$ cat src/rtl/mem_arbiter_if.sv
// Bus between the arbiter and the shared SPI flash read engine.
interface mem_arbiter_if;
  logic        mem_start;
  logic [23:0] mem_addr;
  logic        mem_done;
  logic [31:0] mem_rdata;

  modport master (output mem_start, output mem_addr, input mem_done, input mem_rdata);
  modport slave  (input mem_start, input mem_addr, output mem_done, output mem_rdata);
endinterface

$ cat src/rtl/mem_arbiter.sv
// Two-port arbiter in front of the single SPI flash read engine.
// Port 0 is instruction fetch, port 1 is data load. One transaction at a
// time; the engine start line is held for the whole transaction, and a
// RELEASE cycle plus an IDLE cycle guarantee a two-cycle low gap on start.
module mem_arbiter #(
  parameter bit ROUND_ROBIN    = 1'b1,
  parameter int TIMEOUT_CYCLES = 1023,
  parameter int TIMEOUT_W      = 16
) (
  input  logic               clk,
  input  logic               rst_n,
  input  logic               req0,
  input  logic [23:0]        addr0,
  output logic               ack0,
  output logic [31:0]        rdata0,
  output logic               err0,
  input  logic               req1,
  input  logic [23:0]        addr1,
  output logic               ack1,
  output logic [31:0]        rdata1,
  output logic               err1,
  mem_arbiter_if.master      mem,
  output logic               busy
);

  localparam logic [1:0] ST_IDLE    = 2'd0;
  localparam logic [1:0] ST_BUSY    = 2'd1;
  localparam logic [1:0] ST_RELEASE = 2'd2;

  // Counter value on which the transaction is abandoned (unused when 0).
  localparam logic [TIMEOUT_W-1:0] TO_LAST = TIMEOUT_W'(TIMEOUT_CYCLES - 1);

  logic [1:0]           state_reg;
  logic                 grant_reg;
  logic                 last_grant_reg;
  logic [TIMEOUT_W-1:0] cnt_reg;
  logic                 start_reg;
  logic [23:0]          addr_reg;
  logic                 busy_reg;

  logic                 ack_reg   [2];
  logic                 err_reg   [2];
  logic [31:0]          rdata_reg [2];

  logic [1:0]           req_vec;
  logic [23:0]          addr_vec  [2];
  logic                 pick;
  logic                 done_ok;
  logic                 done_to;

  assign req_vec     = {req1, req0};
  assign addr_vec[0] = addr0;
  assign addr_vec[1] = addr1;

  // Arbitration winner for the IDLE cycle.
  always_comb begin
    pick = 1'b0;
    if (req_vec == 2'b11) begin
      pick = ROUND_ROBIN ? ~last_grant_reg : 1'b1;
    end else begin
      pick = req_vec[1];
    end
  end

  // Completion events; engine done wins over a timeout in the same cycle.
  assign done_ok = (state_reg == ST_BUSY) && mem.mem_done;
  assign done_to = (state_reg == ST_BUSY) && !mem.mem_done &&
                   (TIMEOUT_CYCLES != 0) && (cnt_reg == TO_LAST);

  // Transaction sequencing: grant, hold the engine, release.
  always_ff @(posedge clk) begin
    if (!rst_n) begin
      state_reg      <= ST_IDLE;
      start_reg      <= 1'b0;
      addr_reg       <= '0;
      grant_reg      <= 1'b0;
      last_grant_reg <= 1'b1;
      cnt_reg        <= '0;
      busy_reg       <= 1'b0;
    end else begin
      case (state_reg)
        ST_IDLE: begin
          if (|req_vec) begin
            state_reg <= ST_BUSY;
            start_reg <= 1'b1;
            addr_reg  <= addr_vec[pick];
            grant_reg <= pick;
            cnt_reg   <= '0;
            busy_reg  <= 1'b1;
          end
        end
        ST_BUSY: begin
          cnt_reg <= cnt_reg + 1'b1;
          if (done_ok || done_to) begin
            state_reg <= ST_RELEASE;
            start_reg <= 1'b0;
          end
          if (done_ok) begin
            last_grant_reg <= grant_reg;
          end
        end
        ST_RELEASE: begin
          state_reg <= ST_IDLE;
          busy_reg  <= 1'b0;
        end
        default: begin
          state_reg <= ST_IDLE;
          start_reg <= 1'b0;
          busy_reg  <= 1'b0;
        end
      endcase
    end
  end

  for (genvar gi = 0; gi < 2; gi++) begin : g_port
    // Per-port ack pulse, sticky error flag and held read data.
    always_ff @(posedge clk) begin
      if (!rst_n) begin
        ack_reg[gi]   <= 1'b0;
        err_reg[gi]   <= 1'b0;
        rdata_reg[gi] <= '0;
      end else begin
        ack_reg[gi] <= (done_ok || done_to) && (grant_reg == 1'(gi));
        if ((done_ok || done_to) && (grant_reg == 1'(gi))) begin
          err_reg[gi] <= done_to;
          if (done_ok) begin
            rdata_reg[gi] <= mem.mem_rdata;
          end
        end
      end
    end
  end

  assign ack0          = ack_reg[0];
  assign ack1          = ack_reg[1];
  assign err0          = err_reg[0];
  assign err1          = err_reg[1];
  assign rdata0        = rdata_reg[0];
  assign rdata1        = rdata_reg[1];
  assign mem.mem_start = start_reg;
  assign mem.mem_addr  = addr_reg;
  assign busy          = busy_reg;

endmodule

$ cat src/flat_wrapper.sv
// flat-port wrapper written by rule: the top's interface ports become plain ports
module mem_arbiter_flat 
#(
  parameter bit ROUND_ROBIN    = 1'b1,
  parameter int TIMEOUT_CYCLES = 1023,
  parameter int TIMEOUT_W      = 16
)
  (clk, rst_n, req0, addr0, ack0, rdata0, err0, req1, addr1, ack1, rdata1, err1, busy, mem_mem_start, mem_mem_addr, mem_mem_done, mem_mem_rdata);
  mem_arbiter_if mem_i ();
  input  logic clk;
  input  logic rst_n;
  input  logic req0;
  input  logic [23:0] addr0;
  output logic ack0;
  output logic [31:0] rdata0;
  output logic err0;
  input  logic req1;
  input  logic [23:0] addr1;
  output logic ack1;
  output logic [31:0] rdata1;
  output logic err1;
  output logic busy;
  output wire logic [$bits(mem_i.mem_start)-1:0] mem_mem_start;
  output wire logic [$bits(mem_i.mem_addr)-1:0] mem_mem_addr;
  input wire logic [$bits(mem_i.mem_done)-1:0] mem_mem_done;
  input wire logic [$bits(mem_i.mem_rdata)-1:0] mem_mem_rdata;
  assign mem_mem_start = mem_i.mem_start;
  assign mem_mem_addr = mem_i.mem_addr;
  assign mem_i.mem_done = mem_mem_done;
  assign mem_i.mem_rdata = mem_mem_rdata;
  mem_arbiter #(.ROUND_ROBIN(ROUND_ROBIN), .TIMEOUT_CYCLES(TIMEOUT_CYCLES), .TIMEOUT_W(TIMEOUT_W)) u_core (.clk(clk), .rst_n(rst_n), .req0(req0), .addr0(addr0), .ack0(ack0), .rdata0(rdata0), .err0(err0), .req1(req1), .addr1(addr1), .ack1(ack1), .rdata1(rdata1), .err1(err1), .mem(mem_i), .busy(busy));
endmodule
$ cat config.mk
export PLATFORM = sky130hd
export DESIGN_NAME = mem_arbiter_flat
export DESIGN_NICKNAME = d
export VERILOG_FILES = /design/src/rtl/mem_arbiter_if.sv /design/src/rtl/mem_arbiter.sv /design/src/flat_wrapper.sv
export SDC_FILE = /design/constraint.sdc
export NUM_CORES = 1
export LEC_CHECK = 0
export BUFFER_PORTS_ARGS = -buffer_cell sky130_fd_sc_hd__buf_2
export CELL_PAD_IN_SITES_DETAIL_PLACEMENT = 2
export CELL_PAD_IN_SITES_GLOBAL_PLACEMENT = 2
export CORE_ASPECT_RATIO = 0.9
export CORE_UTILIZATION = 32
export CTS_BUF_LIST = sky130_fd_sc_hd__clkbuf_4
export DETAILED_ROUTE_END_ITERATION = 7
export GPL_TIMING_DRIVEN = 0
export PLACE_DENSITY_LB_ADDON = 0.1
export RECOVER_POWER = 50
export SYNTH_ARGS = -nofsm -noshare
export SYNTH_HDL_FRONTEND = slang
export SYNTH_SLANG_ARGS = --single-unit
export TNS_END_PERCENT = 50
$ cat constraint.sdc
create_clock -name clk -period 4.15 [get_ports clk]
set_input_delay 0.83 -clock clk [delete_from_list [all_inputs] [get_ports clk]]
set_output_delay 0.83 -clock clk [all_outputs]
set_load 0.02 [all_outputs]
==> results by group <==
Outcome
  • Outcome: complete, no violations

Timing
  • Slew Viols, Final: 0
  • Post-route setup slack: 1.596 ns
  • Final Cycle Share: 61.55%
  • Clk_skew: 0.02265 ns
  • Final setup viols: 0
  • Unrepaired setup endpoints after global routing: false
  • Fmax: 0.3915 GHz
  • Setup tns final: 0 ns
  • Relative slew slack: 42.09%
  • Final Hold Vio Count: 0
  • Pin slew with the least headroom to its limit: 0.8656 ns
  • Minimum clock period: 2.554 ns

CTS
  • CTS H-tree depth: 4
  • Clk sinks: 114
  • Worst skew pair latency: 0.52 ns
  • CTS tree: built
  • CTS Buf Count: 17
  • Clock root buffer: clkbuf_4
  • Hold_buf cts: 0
  • Post-CTS resize count: 0
  • CTS clock-pin slew for the worst setup and hold paths: 0.09 ns
  • Setup Fix Bufs, Post-CTS: 0
  • Clock Path Buffers: 2

Logic synthesis
  • Yosys top cell area share: 40.70%
  • Syn nets: 484
  • Top_reg_cell synth: edfxtp_1
  • Simple-Gate Fraction of Synth Area: 19.05%
  • EDFF count, synth: 65
  • Synth cell types: 46
  • Seq/Total Area, Yosys: 61.15%
  • Syn_area_per_cell: 12.08 µm²
  • Post-Syn Instances: 397
  • Post-synth ARST share: 0%
  • Synth Area in XOR/XNOR: 0%
  • Synth warn: 0
  • Post-synthesis compound-gate area fraction: 10.83%
  • Count of state elements after synthesis: 114
  • Post-synthesis mux area share: 5.009%
  • Cell taking the most area after synthesis: edfxtp_1
  • Ranking of synthesized cells by area: edfxtp_1, dfxtp_1, and2_1
  • Cell Area, Synth: 4796 µm²
  • Share of synthesized cell area in full adder, half adder and majority cells: 0.5218%
  • Main combinational cell family by area after synthesis: simple AND/OR/NAND/NOR gates

Pwr
  • Clk network pwr share: 30.3%
  • Comb pwr share: 16.1%
  • Pwr/cell area: 400.4 nW/µm²
  • Leakage: 2.637 nW
  • Net Sw Frac: 29.06%
  • Internal power: 1.730 mW
  • Max VDD drop: 0.1521 mV
  • Flop pwr share: 53.6%
  • Switching pwr: 0.7085 mW

Critical path
  • Crit Path Class: reg -> reg
  • CP max stage cell: nand2_2
  • Worst-path cell chain: clkbuf_1 > and2b_1 > clkbuf_1 > nand3_1 > nand2_2
  • Reg2reg setup slack: 1.60 ns
  • Critical path arrival: 2.69 ns
  • CP delay by family, top: simple AND/OR/NAND/NOR gates
  • Worst r2r src: u_core.state_reg[1]$_SDFFE_PN0P_
  • Buf+Inv Stages, Crit Path: 2
  • WP data required: 4.29 ns
  • Crit path from: u_core.state_reg[1]$_SDFFE_PN0P_
  • CP dominant cell by count: clkbuf_1
  • Crit end category: register
  • Worst Setup Start Kind: register
  • Largest stage delay on the critical path: 0.68 ns
  • Crit-path max FO: 33

Layout
  • Commonest non-fill, non-tap cell in the layout: clkbuf_1
  • Largest register FFs: 64
  • Nets@finish: 681
  • Fin area: 6090 µm²
  • Most frequent cells in the layout: clkbuf_1, buf_2, edfxtp_1
  • Share of layout cells above drive strength 1: 21.58%
  • Area grow syn2layout: 26.98%

GRT
  • Initial antenna violation count: 2
  • Met1 Use GR: 22.58%
  • M2 GR Usage: 33.37%
  • Largest net degree at the start of global routing: 34
  • Most used routing layer: met2
  • GR Layer Usage met3: 7.515%
  • Vias in the first global route: 4166
  • GR Overflow Total: 0
  • First-pass GRT wire length: 22300 µm
  • GR Util All Layers: 19.60%

Placed design
  • DP Area: 5971 µm²
  • Pre-CTS setup slack: 1.780 ns
  • IO Port Bufs: 177
  • Final Wtd Congestion: 0.7318
  • Post-DP HPWL: 11010 µm

Hold path
  • Hold Startpoint: u_core.mem.mem_addr[13]$_SDFFE_PN0P_
  • Worst hold path class: reg -> reg

Die
  • Die X: 131.0 µm
  • Core area: 14660 µm²
  • Chip Height: 118.1 µm
  • Row cnt: 42
  • Ports: 179
  • Initial Util: 32.71%
  • Die area: 15480 µm²

Route
  • DRT Pass-1 Iters: 6
  • Routed vias: 3829
  • Post-DRT Antenna Nets: 0
  • DR vias/cell: 4.739
  • Starting DRT DRC Count: 140
  • DRC viols: 0
  • Drt wl/cell: 17.82 µm
  • Final WL: 14400 µm

Job
  • Max-cap check violation count: 0
==> layer usage <==
| layer | vias up | share of wire (%) | wire length [µm] |
|---|---|---|---|
| met3 | 9 | 6.7 | 970 |
| met2 | 117 | 51 | 7355 |
| met5 | - | 0 | 0 |
| met1 | 1871 | 41 | 5926 |
| li1 | 1832 | - | - |
| met4 | 0 | 0.99 | 143 |
==> kinds of logic after synthesis <==
family          after synthesis
compound gates               64
fa+ha+maj                     2
buf+inv                      32
flops                       114
mux                          24
simple gates                161
==> per-stage QoR <==
step	hold WS [ns]	std cells	util, %	total power, mW
finish	0.5053	808	41.53	2.439
global route	0.5255	806	41.50	2.556
CTS	0.5052	805	42.37	2.494
detailed placement	0.4812	773	40.72	1.753
global placement	0.4756	772	40.44	1.731
floorplan	0.4214	397	-	1.567
==> path summary, 6_finish.rpt <==
path / depth (start not counted) / to
hold / removal: 1 / u_core.mem.mem_addr[13]$_SDFFE_PN0P_
setup / recovery: 5 / u_core.rdata_reg[1][4]$_SDFFCE_PN0P_
setup reg to reg: 5 / u_core.rdata_reg[1][4]$_SDFFCE_PN0P_
hold reg to reg: 1 / u_core.mem.mem_addr[13]$_SDFFE_PN0P_
==> final cells by class <==
cell class / instances / area [µm²]
Clock buffer: 23 / 172.7
Clock inverter: 9 / 68.82
Multi-Input combinational cell: 251 / 1705
Inverter: 5 / 18.77
Fill cell: 1589 / 8572
Timing Repair Buffer: 178 / 799.5
Sequential cell: 114 / 2933
Antenna cell: 3 / 7.507
Tap cell: 198 / 247.7
Buffer: 27 / 136.4
==> cells in the mapped netlist, drive strengths merged (3+ instances only) <==
cell    instances
and2           66
edfxtp         65
dfxtp          49
nand2          35
o211a          26
mux2i          24
clkbuf         18
nor2           12
nand3          11
a21boi          8
buf             8
nand4           8
o21ai           7
and3            6
o21a            6
a21oi           5
inv             5
nor3            5
o211ai          4
or3             3
==> power groups by stage <==
stage	logic [mW]	registers [mW]	clock network, mW
2_1_floorplan	0.146	1.42	0
3_5_place_dp	0.421	1.33	0
3_3_place_gp	0.402	1.33	0
6_report	0.393	1.31	0.738
5_1_grt	0.431	1.32	0.808
4_1_cts	0.422	1.31	0.764
Power figures use the tool's default switching activity.
